<file path="src/rtl/apb_master_arbiter_if.sv">
// rtl/apb_master_arbiter_if.sv - requester-side and APB-side signal bundle for apb_master_arbiter
interface apb_master_arbiter_if #(
  parameter int APB_ADDR_WIDTH = 32,
  parameter int APB_DATA_WIDTH = 32
);
  logic [1:0]                  req_i;
  logic [1:0]                  we_i;
  logic [2*APB_ADDR_WIDTH-1:0] addr_i;
  logic [2*APB_DATA_WIDTH-1:0] wdata_i;
  logic [1:0]                  gnt_o;
  logic [1:0]                  rvalid_o;
  logic [APB_DATA_WIDTH-1:0]   rdata_o;
  logic                        err_o;
  logic [APB_ADDR_WIDTH-1:0]   paddr_o;
  logic [APB_DATA_WIDTH-1:0]   pwdata_o;
  logic                        pwrite_o;
  logic                        psel_o;
  logic                        penable_o;
  logic                        pready_i;
  logic [APB_DATA_WIDTH-1:0]   prdata_i;
  logic                        pslverr_i;

  modport master (
    input  req_i, we_i, addr_i, wdata_i, pready_i, prdata_i, pslverr_i,
    output gnt_o, rvalid_o, rdata_o, err_o, paddr_o, pwdata_o, pwrite_o, psel_o, penable_o
  );

  modport slave (
    output req_i, we_i, addr_i, wdata_i, pready_i, prdata_i, pslverr_i,
    input  gnt_o, rvalid_o, rdata_o, err_o, paddr_o, pwdata_o, pwrite_o, psel_o, penable_o
  );
endinterface

</file>
<file path="src/rtl/apb_master_arbiter.sv">
// rtl/apb_master_arbiter.sv - two-requester round-robin arbiter driving one APB master port
// Optional ACCESS-phase timeout is enabled by defining APB_TIMEOUT_EN.
module apb_master_arbiter #(
  parameter int APB_ADDR_WIDTH = 32,
  parameter int APB_DATA_WIDTH = 32,
  parameter int TIMEOUT_CYCLES = 256
) (
  input logic                  clk_i,
  input logic                  rst_i,
  apb_master_arbiter_if.master bus
);
  localparam int AW = APB_ADDR_WIDTH;
  localparam int DW = APB_DATA_WIDTH;

  if (TIMEOUT_CYCLES < 2) begin : g_bad_timeout
    $error("apb_master_arbiter: TIMEOUT_CYCLES must be at least 2");
  end

  typedef enum logic [1:0] {
    S_IDLE,
    S_SETUP,
    S_ACCESS,
    S_RESP
  } state_t;

  state_t        state_q;
  state_t        state_d;
  logic          last_q;
  logic          owner_q;
  logic          win;
  logic          take;
  logic          complete;
  logic          expired;
  logic [AW-1:0] paddr_q;
  logic [DW-1:0] pwdata_q;
  logic          pwrite_q;
  logic [DW-1:0] rdata_q;
  logic          err_q;

`ifdef APB_TIMEOUT_EN
  localparam int CW = $clog2(TIMEOUT_CYCLES) + 1;
  logic [CW-1:0] cnt_q;

  always_ff @(posedge clk_i) begin
    if (rst_i) begin
      cnt_q <= '0;
    end else if (state_q == S_SETUP) begin
      cnt_q <= '0;
    end else if (state_q == S_ACCESS && !bus.pready_i) begin
      cnt_q <= cnt_q + 1'b1;
    end
  end

  // A ready in the final allowed cycle still wins because complete is checked first.
  assign expired = (state_q == S_ACCESS) && !bus.pready_i &&
                   (cnt_q == CW'(TIMEOUT_CYCLES - 1));
`else
  assign expired = 1'b0;
`endif

  always_ff @(posedge clk_i) begin
    if (rst_i) begin
      state_q <= S_IDLE;
    end else begin
      state_q <= state_d;
    end
  end

  always_comb begin
    state_d  = state_q;
    win      = 1'b0;
    take     = 1'b0;
    complete = 1'b0;
    case (bus.req_i)
      2'b10:   win = 1'b1;
      2'b11:   win = ~last_q;
      default: win = 1'b0;
    endcase
    case (state_q)
      S_IDLE: begin
        if (|bus.req_i && !rst_i) begin
          take    = 1'b1;
          state_d = S_SETUP;
        end
      end
      S_SETUP: state_d = S_ACCESS;
      S_ACCESS: begin
        if (bus.pready_i) begin
          complete = 1'b1;
          state_d  = S_RESP;
        end else if (expired) begin
          state_d = S_RESP;
        end
      end
      S_RESP:  state_d = S_IDLE;
      default: state_d = S_IDLE;
    endcase
  end

  always_ff @(posedge clk_i) begin
    if (rst_i) begin
      last_q   <= 1'b1;
      owner_q  <= 1'b0;
      paddr_q  <= '0;
      pwdata_q <= '0;
      pwrite_q <= 1'b0;
      rdata_q  <= '0;
      err_q    <= 1'b0;
    end else begin
      if (take) begin
        paddr_q  <= win ? bus.addr_i[2*AW-1:AW] : bus.addr_i[AW-1:0];
        pwdata_q <= win ? bus.wdata_i[2*DW-1:DW] : bus.wdata_i[DW-1:0];
        pwrite_q <= win ? bus.we_i[1] : bus.we_i[0];
        owner_q  <= win;
        last_q   <= win;
      end
      if (complete) begin
        rdata_q <= pwrite_q ? '0 : bus.prdata_i;
        err_q   <= bus.pslverr_i;
      end else if (expired) begin
        rdata_q <= '0;
        err_q   <= 1'b1;
      end
    end
  end

  assign bus.gnt_o     = take ? (win ? 2'b10 : 2'b01) : 2'b00;
  assign bus.rvalid_o  = (state_q == S_RESP) ? (owner_q ? 2'b10 : 2'b01) : 2'b00;
  assign bus.rdata_o   = rdata_q;
  assign bus.err_o     = err_q;
  assign bus.paddr_o   = paddr_q;
  assign bus.pwdata_o  = pwdata_q;
  assign bus.pwrite_o  = pwrite_q;
  assign bus.psel_o    = (state_q == S_SETUP) || (state_q == S_ACCESS);
  assign bus.penable_o = (state_q == S_ACCESS);
endmodule
</file>
<file path="src/flat_wrapper.sv">
// flat-port wrapper written by rule: the top's interface ports become plain ports
module apb_master_arbiter_flat 
#(
  parameter int APB_ADDR_WIDTH = 32,
  parameter int APB_DATA_WIDTH = 32,
  parameter int TIMEOUT_CYCLES = 256
)
  (clk_i, rst_i, bus_req_i, bus_we_i, bus_addr_i, bus_wdata_i, bus_pready_i, bus_prdata_i, bus_pslverr_i, bus_gnt_o, bus_rvalid_o, bus_rdata_o, bus_err_o, bus_paddr_o, bus_pwdata_o, bus_pwrite_o, bus_psel_o, bus_penable_o);
  apb_master_arbiter_if #(.APB_ADDR_WIDTH(APB_ADDR_WIDTH), .APB_DATA_WIDTH(APB_DATA_WIDTH)) bus_i ();
  input logic clk_i;
  input logic rst_i;
  input wire logic [$bits(bus_i.req_i)-1:0] bus_req_i;
  input wire logic [$bits(bus_i.we_i)-1:0] bus_we_i;
  input wire logic [$bits(bus_i.addr_i)-1:0] bus_addr_i;
  input wire logic [$bits(bus_i.wdata_i)-1:0] bus_wdata_i;
  input wire logic [$bits(bus_i.pready_i)-1:0] bus_pready_i;
  input wire logic [$bits(bus_i.prdata_i)-1:0] bus_prdata_i;
  input wire logic [$bits(bus_i.pslverr_i)-1:0] bus_pslverr_i;
  output wire logic [$bits(bus_i.gnt_o)-1:0] bus_gnt_o;
  output wire logic [$bits(bus_i.rvalid_o)-1:0] bus_rvalid_o;
  output wire logic [$bits(bus_i.rdata_o)-1:0] bus_rdata_o;
  output wire logic [$bits(bus_i.err_o)-1:0] bus_err_o;
  output wire logic [$bits(bus_i.paddr_o)-1:0] bus_paddr_o;
  output wire logic [$bits(bus_i.pwdata_o)-1:0] bus_pwdata_o;
  output wire logic [$bits(bus_i.pwrite_o)-1:0] bus_pwrite_o;
  output wire logic [$bits(bus_i.psel_o)-1:0] bus_psel_o;
  output wire logic [$bits(bus_i.penable_o)-1:0] bus_penable_o;
  assign bus_i.req_i = bus_req_i;
  assign bus_i.we_i = bus_we_i;
  assign bus_i.addr_i = bus_addr_i;
  assign bus_i.wdata_i = bus_wdata_i;
  assign bus_i.pready_i = bus_pready_i;
  assign bus_i.prdata_i = bus_prdata_i;
  assign bus_i.pslverr_i = bus_pslverr_i;
  assign bus_gnt_o = bus_i.gnt_o;
  assign bus_rvalid_o = bus_i.rvalid_o;
  assign bus_rdata_o = bus_i.rdata_o;
  assign bus_err_o = bus_i.err_o;
  assign bus_paddr_o = bus_i.paddr_o;
  assign bus_pwdata_o = bus_i.pwdata_o;
  assign bus_pwrite_o = bus_i.pwrite_o;
  assign bus_psel_o = bus_i.psel_o;
  assign bus_penable_o = bus_i.penable_o;
  apb_master_arbiter #(.APB_ADDR_WIDTH(APB_ADDR_WIDTH), .APB_DATA_WIDTH(APB_DATA_WIDTH), .TIMEOUT_CYCLES(TIMEOUT_CYCLES)) u_core (.clk_i(clk_i), .rst_i(rst_i), .bus(bus_i));
endmodule
</file>
<file path="config.mk">
export PLATFORM = sky130hd
export DESIGN_NAME = apb_master_arbiter_flat
export DESIGN_NICKNAME = d
export VERILOG_FILES = /design/src/rtl/apb_master_arbiter_if.sv /design/src/rtl/apb_master_arbiter.sv /design/src/flat_wrapper.sv
export SDC_FILE = /design/constraint.sdc
export NUM_CORES = 1
export LEC_CHECK = 0
export ABC_AREA = 1
export CAP_MARGIN = 20
export CORE_AREA = 2 2 105 107
export DETAILED_ROUTE_END_ITERATION = 10
export DIE_AREA = 0 0 107 109
export DONT_BUFFER_PORTS = 1
export GPL_TIMING_DRIVEN = 0
export PLACE_DENSITY = 0.56
export REMOVE_ABC_BUFFERS = 1
export SLEW_MARGIN = 30
export SYNTH_ARGS = -nofsm -noshare
export SYNTH_HDL_FRONTEND = slang
export SYNTH_SLANG_ARGS = --single-unit
</file>
<file path="constraint.sdc">
create_clock -name clk_i -period 1.8 [get_ports clk_i]
set_clock_uncertainty 0.1 [all_clocks]
set_input_delay 0.09 -clock clk_i [delete_from_list [all_inputs] [get_ports clk_i]]
set_output_delay 0.09 -clock clk_i [all_outputs]
set_load 0.1 [all_outputs]
</file>
Yosys cells after proc, flatten, opt, wreduce, memory -nomap -nowiden

Cells that the tools add are included.

Bits of input ports: 168
Output and inout bits: 104
Register bits: 102
Logic and storage cells: 38

Eq/ne operators: 7
Bitwise gates (word level): 1
Multiplexer cells: 16
Reductions and logical operators: 6

Operators with widths:

| kind               | number |
|---|---|
| $mux 32            | 3 |
| $mux 2             | 6 |
| $eq 2x2->1 const B | 4 |
| $pmux 2 s4         | 1 |
| $mux 1             | 5 |
| $eq 2x1->1 const B | 1 |
| $logic_not 2->1    | 1 |
| $ne 2x1->1 const B | 1 |
| $ne 2x2->1 const B | 1 |
| $pmux 1 s2         | 1 |
| $reduce_and 2->1   | 1 |
| $reduce_or 2->1    | 1 |
| $logic_and 1x1->1  | 1 |
| $logic_not 1->1    | 1 |
| $logic_or 1x1->1   | 1 |
| $not 1->1          | 1 |

Logic depth before layout (Yosys ltp)

Gate-level depths: netlist of run 1.

Depth in word-level cells: 5
Gate-level depth with buffers: 8
Gate-level depth less buffers: 6

Worst setup path after synthesis of run 1

Ideal clock, no wire load.

Path type: register to output
Start point: register u_core.state_q[0]
End point: output bus_gnt_o[0]
Stages on the path, launching flop included: 6
Required time: 1.610 ns
Path buffers: 1
Arrival time: 2.175 ns
Slack: -0.565 ns
Cell sequence: dfxtp_1 inv_1 ha_1 nand3_2 clkbuf_1 nor2_1

Word-level cells in the longest chain between the ends: 3

Ends and longest elaborated chain:

| item                   | RTL line                  | text |
|---|---|---|
| start, declared        | apb_master_arbiter.sv:26  | `state_t state_q;` |
| start signal, assigned | apb_master_arbiter.sv:65  | `state_q <= state_d;` |
| $logic_not 2->1        | apb_master_arbiter.sv:79  | `case (state_q)` |
| $mux 1                 | apb_master_arbiter.sv:79  |  |
| $mux 2                 | apb_master_arbiter.sv:127 | `assign bus.gnt_o = take ? (win ? 2'b10 : 2'b01) : 2'b00;` |
| end, declared          | flat_wrapper.sv:19        | `output wire logic [$bits(bus_i.gnt_o)-1:0] bus_gnt_o;` |

Every way passes these cells.

Worst setup path after layout of run 1

Start point: register u_core.last_q
End point: output bus_gnt_o[0]

Word-level cells in the longest chain between the ends: 4

Ends and longest elaborated chain:

| item                   | RTL line                  | text |
|---|---|---|
| start, declared        | apb_master_arbiter.sv:28  | `logic last_q;` |
| start signal, assigned | apb_master_arbiter.sv:115 | `last_q <= win;` |
| $not 1->1              | apb_master_arbiter.sv:76  | `2'b11: win = ~last_q;` |
| $pmux 1 s2             | apb_master_arbiter.sv:74  | `case (bus.req_i)` |
| $mux 2 (2 in a row)    | apb_master_arbiter.sv:127 |  |

Every way passes these cells.

==> impl_metrics.ini, run 1 <==
[status]
status = finished, violations left
failed_checks = negative hold slack, negative setup slack

[global_route]
antenna_found_initial = 0
grt_use_total = 0.249
grt_overflow = 0
grt_pass1_vias = 4199
grt_pass1_wl_um = 22100
grt_max_degree = 100

[floorplanning]
rows = 38
start_util = 0.434
core_um2 = 10600
die_area_um2 = 11700
die_w_um = 107
io-pin-count = 272
die_h_um = 109

[drt]
vias_per_cell = 5.51
firstDrtPassIters = 4
wl_per_cell_um = 18.9
drtAntennaViolNets = 0
drcViolationCount = 0
first_iter_violations = 270
drt-total-wl_um = 15800
via_count = 4605

[final_layout]
final_cells = 835
final_util = 0.499
syn_to_final_growth_pct = 15.0
final_cell_mix = 300 x nand2_1, 99 x nand3_1, 98 x a21oi_1, 98 x dfxtp_1, 23 x buf_4
drive_gt1_frac = 0.118
antenna_cells = 0
final_common_cell = nand2_1
nNetsFinal = 862

[setup_path]
crit_chain = nand2_8 > nand2_8 > inv_2 > nor2_4
required_ns = 1.61
cp-end-kind = primary output
cp_max_fo = 17
ff2ff_setup_slack_ns = 0.06
critPathSlowestCell = nor2_4
arrival_ns = 1.69
critPathMaxStageDelay_ns = 0.51
setup.worst_path.start_class = flop
crit_top_cell = nand2_8
path_class = reg2out

[sta]
layout_setup_ws_ns = -0.0781
setup_tns_ns = -0.152
max_freq_ghz = 0.532
slew_headroom = 0.313
rsz0062_at_grt = true
drv_slew = 0
hold_slack_ns = -0.323
finalSetupViolCount = 2
finalHoldViolCount = 98
fin_crit_ns = 1.88
fin_crit_sh = 1.04
tightestPinTransition_ns = 1.03

[clock_tree]
cts-root-buf = clkbuf_8
numCtsBuffers = 9
cts_sinks = 102
ctsHoldBuffers = 6
clockBufferDepth = 2
htreeDepth = 3
clk_pin_slew_ns = 0.10
tritoncts = yes
clk_latency_ns = 0.37

[placement]
dp_hpwl_um = 8230
place_ws_ns = -1.46
port_buffers = 0
place_congestion = 0.737
dpl.cell_count = 774

[synth]
syn_inst = 689
ys_warn_count = 0
yosysUniqueCellTypes = 15
syn_area_um2 = 4610
syn_avg_cell_area_um2 = 6.68
seq_area_frac_synth = 0.443
synth-seq-cells = 102

[job]
cap_viol_max_count = 0

[power_and_ir_drop]
p_per_area_nw_per_um2 = 1630
swShare = 0.546
power.internal_w = 0.00391
clock_power_share = 0.157
power_leakage_nw = 2.13
seqPwrFrac = 0.564
vdd_drop_max_mv = 0.582
switchingPower_w = 0.00471
combinationalPowerShare = 0.278

[hold_path]
min_path_type = in2reg
state kept, by name, summed over array words and instances (netlist names):
name	cells
u_core.last_q	1
u_core.state_q	2
u_core.bus.paddr_o	32
u_core.bus.pwdata_o	32
u_core.bus.err_o	1
u_core.bus.pwrite_o	1
u_core.bus.rdata_o	32
u_core.owner_q	1
power by group through the flow:
stage | logic [W] | registers, W | clock network, W
2_1_floorplan | 0.00134 | 0.00478 | 0
3_3_place_gp | 0.00162 | 0.00486 | 0
3_5_place_dp | 0.00167 | 0.00488 | 0
4_1_cts | 0.00219 | 0.00487 | 0.00139
5_1_grt | 0.00262 | 0.00490 | 0.00151
6_report | 0.00240 | 0.00487 | 0.00136
layout make-up:
type,count,area (um^2)
Clock buffer,9,124
Clock inverter,7,55.1
Fill cell,1120,5310
Inverter,14,88.8
Multi-Input combinational cell,526,2470
Sequential cell,102,2050
Tap cell,140,175
Timing Repair Buffer,33,298
Timing Repair inverter,4,32.5
kinds of logic (layout without fill, tap and decap cells):
group,after synthesis,after routing,synth area share
flip-flops,102,102,0.443
buffers and inverters,69,67,0.0709
AND/OR/NAND/NOR,412,420,0.364
AO/OA/AOI/OAI,102,102,0.111
adder cells (fa/ha/maj),4,4,0.0109
repair_timing:
action,in CTS,in global routing
cloned,9,3
buffers inserted,15,12
resized for setup,37,7
endpoints found under the hold margin,102,98
pin swaps,7,4
setup endpoints to repair,105,72
metrics by stage:
stage | hold slack, ns | area (um^2) | total power, W
detailed placement | 0.0693 | 4550 | 0.00655
CTS | -0.340 | 5130 | 0.00845
floorplan | 0.0591 | 4330 | 0.00612
finish | -0.323 | 5300 | 0.00862
global route | -0.332 | 5300 | 0.00903
global placement | 0.0671 | 4510 | 0.00648
metal layers:
| layer | global-route usage | wire length, um | vias to the layer above |
|---|---|---|---|
| met5 | 0 | 0 | - |
| met4 | 0.121 | 414 | 0 |
| met3 | 0.0592 | 1490 | 33 |
| met2 | 0.432 | 7660 | 232 |
| met1 | 0.291 | 6220 | 2112 |
| li1 | - | - | 2228 |
critical path, delay by kind of cell (launching register included):
family | cells | cell delay (ns)
DFF | 1 | 0.45
buffers and inverters | 1 | 0.07
and+or+nand+nor | 3 | 0.79
cell usage after synthesis:
cell type,number,area share
ha_1,4,0.011
nor2_1,7,0.0057
a21oi_1,100,0.11
buf_1,3,0.0024
inv_2,3,0.0024
o21ai_0,2,0.0022
inv_1,11,0.0090
dfxtp_1,102,0.44
buf_6,4,0.0098
nand3_2,1,0.0022
nand3_1,99,0.11
clkbuf_1,22,0.018
nand2_1,305,0.25
buf_4,2,0.0033
buf_2,24,0.026
worst paths after layout:
path / from / endpoint / cells after the start
worst min-delay path: rst_i / u_core.bus.paddr_o[31] / 1
worst max register to register: u_core.state_q[0] / u_core.bus.rdata_o[30] / 8
worst max-delay path: u_core.last_q / bus_gnt_o[0] / 4
worst min register to register: u_core.owner_q / u_core.owner_q / 2
Note: power is estimated with default switching activity, not from simulation.
==> run 2, diff against run 1 <==
- CTS_CLUSTER_DIAMETER: not set -> 60
- PLACE_DENSITY: 0.56 -> 0.7
==> impl_metrics.ini, run 2 (synthesized netlist as in run 1, its figures left out) <==
[final_layout]
drive_gt1_frac = 0.149
final_cell_mix = 300 x nand2_1, 98 x dfxtp_1, 91 x nand3_1, 88 x a21oi_1, 27 x buf_4
syn_to_final_growth_pct = 19.7
antenna_cells = 0
final_common_cell = nand2_1
seq_area_um2 = 2050
multi_input_area_um2 = 2540
nNetsFinal = 867
final_cell_area_um2 = 5510
final_util = 0.520
fillers = 1010

[setup_path]
cp_max_fo = 8
cp-end-kind = primary output
required_ns = 1.61
critPathMaxStageDelay_ns = 0.40
cp-endpoint = bus_gnt_o[1]
r2r_start = u_core.state_q[0]
critPathSlowestCell = clkinvlp_4
setup.worst_path.start_class = flop
path_class = reg2out
ff2ff_setup_slack_ns = -0.03
arrival_ns = 1.68
crit_start = u_core.state_q[0]
timing.rr.end = u_core.bus.rdata_o[17]
crit_chain = inv_4 > ha_4 > nand3_4 > buf_12 > inv_16 > nand2_8 > clkinvlp_4
r2r_cells = 8

[clock_tree]
tritoncts = yes
clk_latency_ns = 0.37
ctsHoldBuffers = 4
numCtsBuffers = 9
clk_pin_slew_ns = 0.09
clockBufferDepth = 2
cts_sinks = 102
htreeDepth = 3
cts-root-buf = clkbuf_8

[power_and_ir_drop]
power.internal_w = 0.00442
swShare = 0.515
vdd_drop_max_mv = 0.861
switchingPower_w = 0.00470
p_per_area_nw_per_um2 = 1650
seqPwrFrac = 0.531
p_total_w = 0.00911
clock_power_share = 0.188
combinationalPowerShare = 0.281
power_leakage_nw = 2.20

[hold_path]
min_path_type = in2reg

[floorplanning]
die_area_um2 = 11700
start_util = 0.434
io-pin-count = 272
die_w_um = 107
rows = 38
die_h_um = 109
core_um2 = 10600

[sta]
fin_crit_sh = 1.04
rsz0062_at_grt = true
hold_slack_ns = -0.302
slew_headroom = 0.325
finalHoldViolCount = 98
fin_crit_ns = 1.87
max_freq_ghz = 0.535
tightestPinTransition_ns = 1.01
drv_slew = 0
layout_setup_ws_ns = -0.0703
finalSetupViolCount = 4

[status]
status = finished, violations left
failed_checks = negative hold slack, negative setup slack

[drt]
firstDrtPassIters = 6
wl_per_cell_um = 19.4
drcViolationCount = 0
via_count = 4762
drtAntennaViolNets = 0
drt-total-wl_um = 16300
first_iter_violations = 459
vias_per_cell = 5.68

[placement]
place_congestion = 0.835
dp_hpwl_um = 8150
port_buffers = 0
placed_area_um2 = 4550

[job]
cap_viol_max_count = 0

[global_route]
grt_pass1_vias = 4340
grt_overflow = 0
grt_use_total = 0.255
antenna_found_initial = 0
grt_pass1_wl_um = 22900
grt_max_degree = 100
run 2: area by class of cell:
cell class	count	area share
Timing Repair inverter	4	0.00636
Clock inverter	4	0.0173
Clock buffer	11	0.0257
Tap cell	140	0.0318
Multi-Input combinational cell	526	0.462
Inverter	14	0.0161
Timing Repair Buffer	38	0.0688
Sequential cell	102	0.372
run 2: worst min-delay path by stage:
stage | from | endpoint | slack [ns] | cells after the start
after global placement | rst_i | u_core.bus.paddr_o[0] | 0.06 | 1
after detailed placement | rst_i | u_core.bus.pwdata_o[11] | 0.07 | 1
final | rst_i | u_core.bus.pwdata_o[23] | -0.30 | 1
after floorplan | rst_i | u_core.bus.paddr_o[0] | 0.06 | 1
after CTS | rst_i | u_core.bus.pwdata_o[10] | -0.33 | 1
after global routing | rst_i | u_core.bus.paddr_o[3] | -0.34 | 1
run 2: metal layers:
| layer | vias to the layer above | GRT usage | routed length [um] |
|---|---|---|---|
| met5 | - | 0 | 0 |
| met4 | 0 | 0.122 | 401 |
| met3 | 41 | 0.0747 | 1510 |
| met2 | 274 | 0.426 | 8200 |
| met1 | 2206 | 0.303 | 6200 |
| li1 | 2241 | - | - |
run 2: stage by stage:
stage	setup TNS (ns)	std cells	setup WS, ns
3_5_place_dp	-103.25	774	-1.50
5_1_grt	-0.726	839	-0.127
3_3_place_gp	-228.45	774	-3.31
2_1_floorplan	-140.76	634	-2.37
4_1_cts	-1.34	814	-0.174
6_report	-0.164	839	-0.0703
run 2: repair_timing:
item / in CTS / in global routing
gates resized for setup: 33 / 29
pin swaps: 7 / 13
hold endpoints to repair: 102 / 98
gates cloned: 9 / 5
endpoints found under the setup margin: 105 / 58
buffers inserted: 12 / 20
run 2: power groups by stage:
stage / Clock (W) / Combinational (W) / Sequential (W)
4_1_cts: 0.00174 / 0.00218 / 0.00484
6_report: 0.00171 / 0.00256 / 0.00484
2_1_floorplan: 0 / 0.00134 / 0.00478
3_3_place_gp: 0 / 0.00158 / 0.00485
5_1_grt: 0.00184 / 0.00276 / 0.00486
3_5_place_dp: 0 / 0.00166 / 0.00486
run 2: critical path: cells and delay by family (launching register included):
family	cells	cell delay (ns)
and+or+nand+nor	2	0.15
adders and majority gates	1	0.16
buffers and inverters	4	0.62
DFF	1	0.36
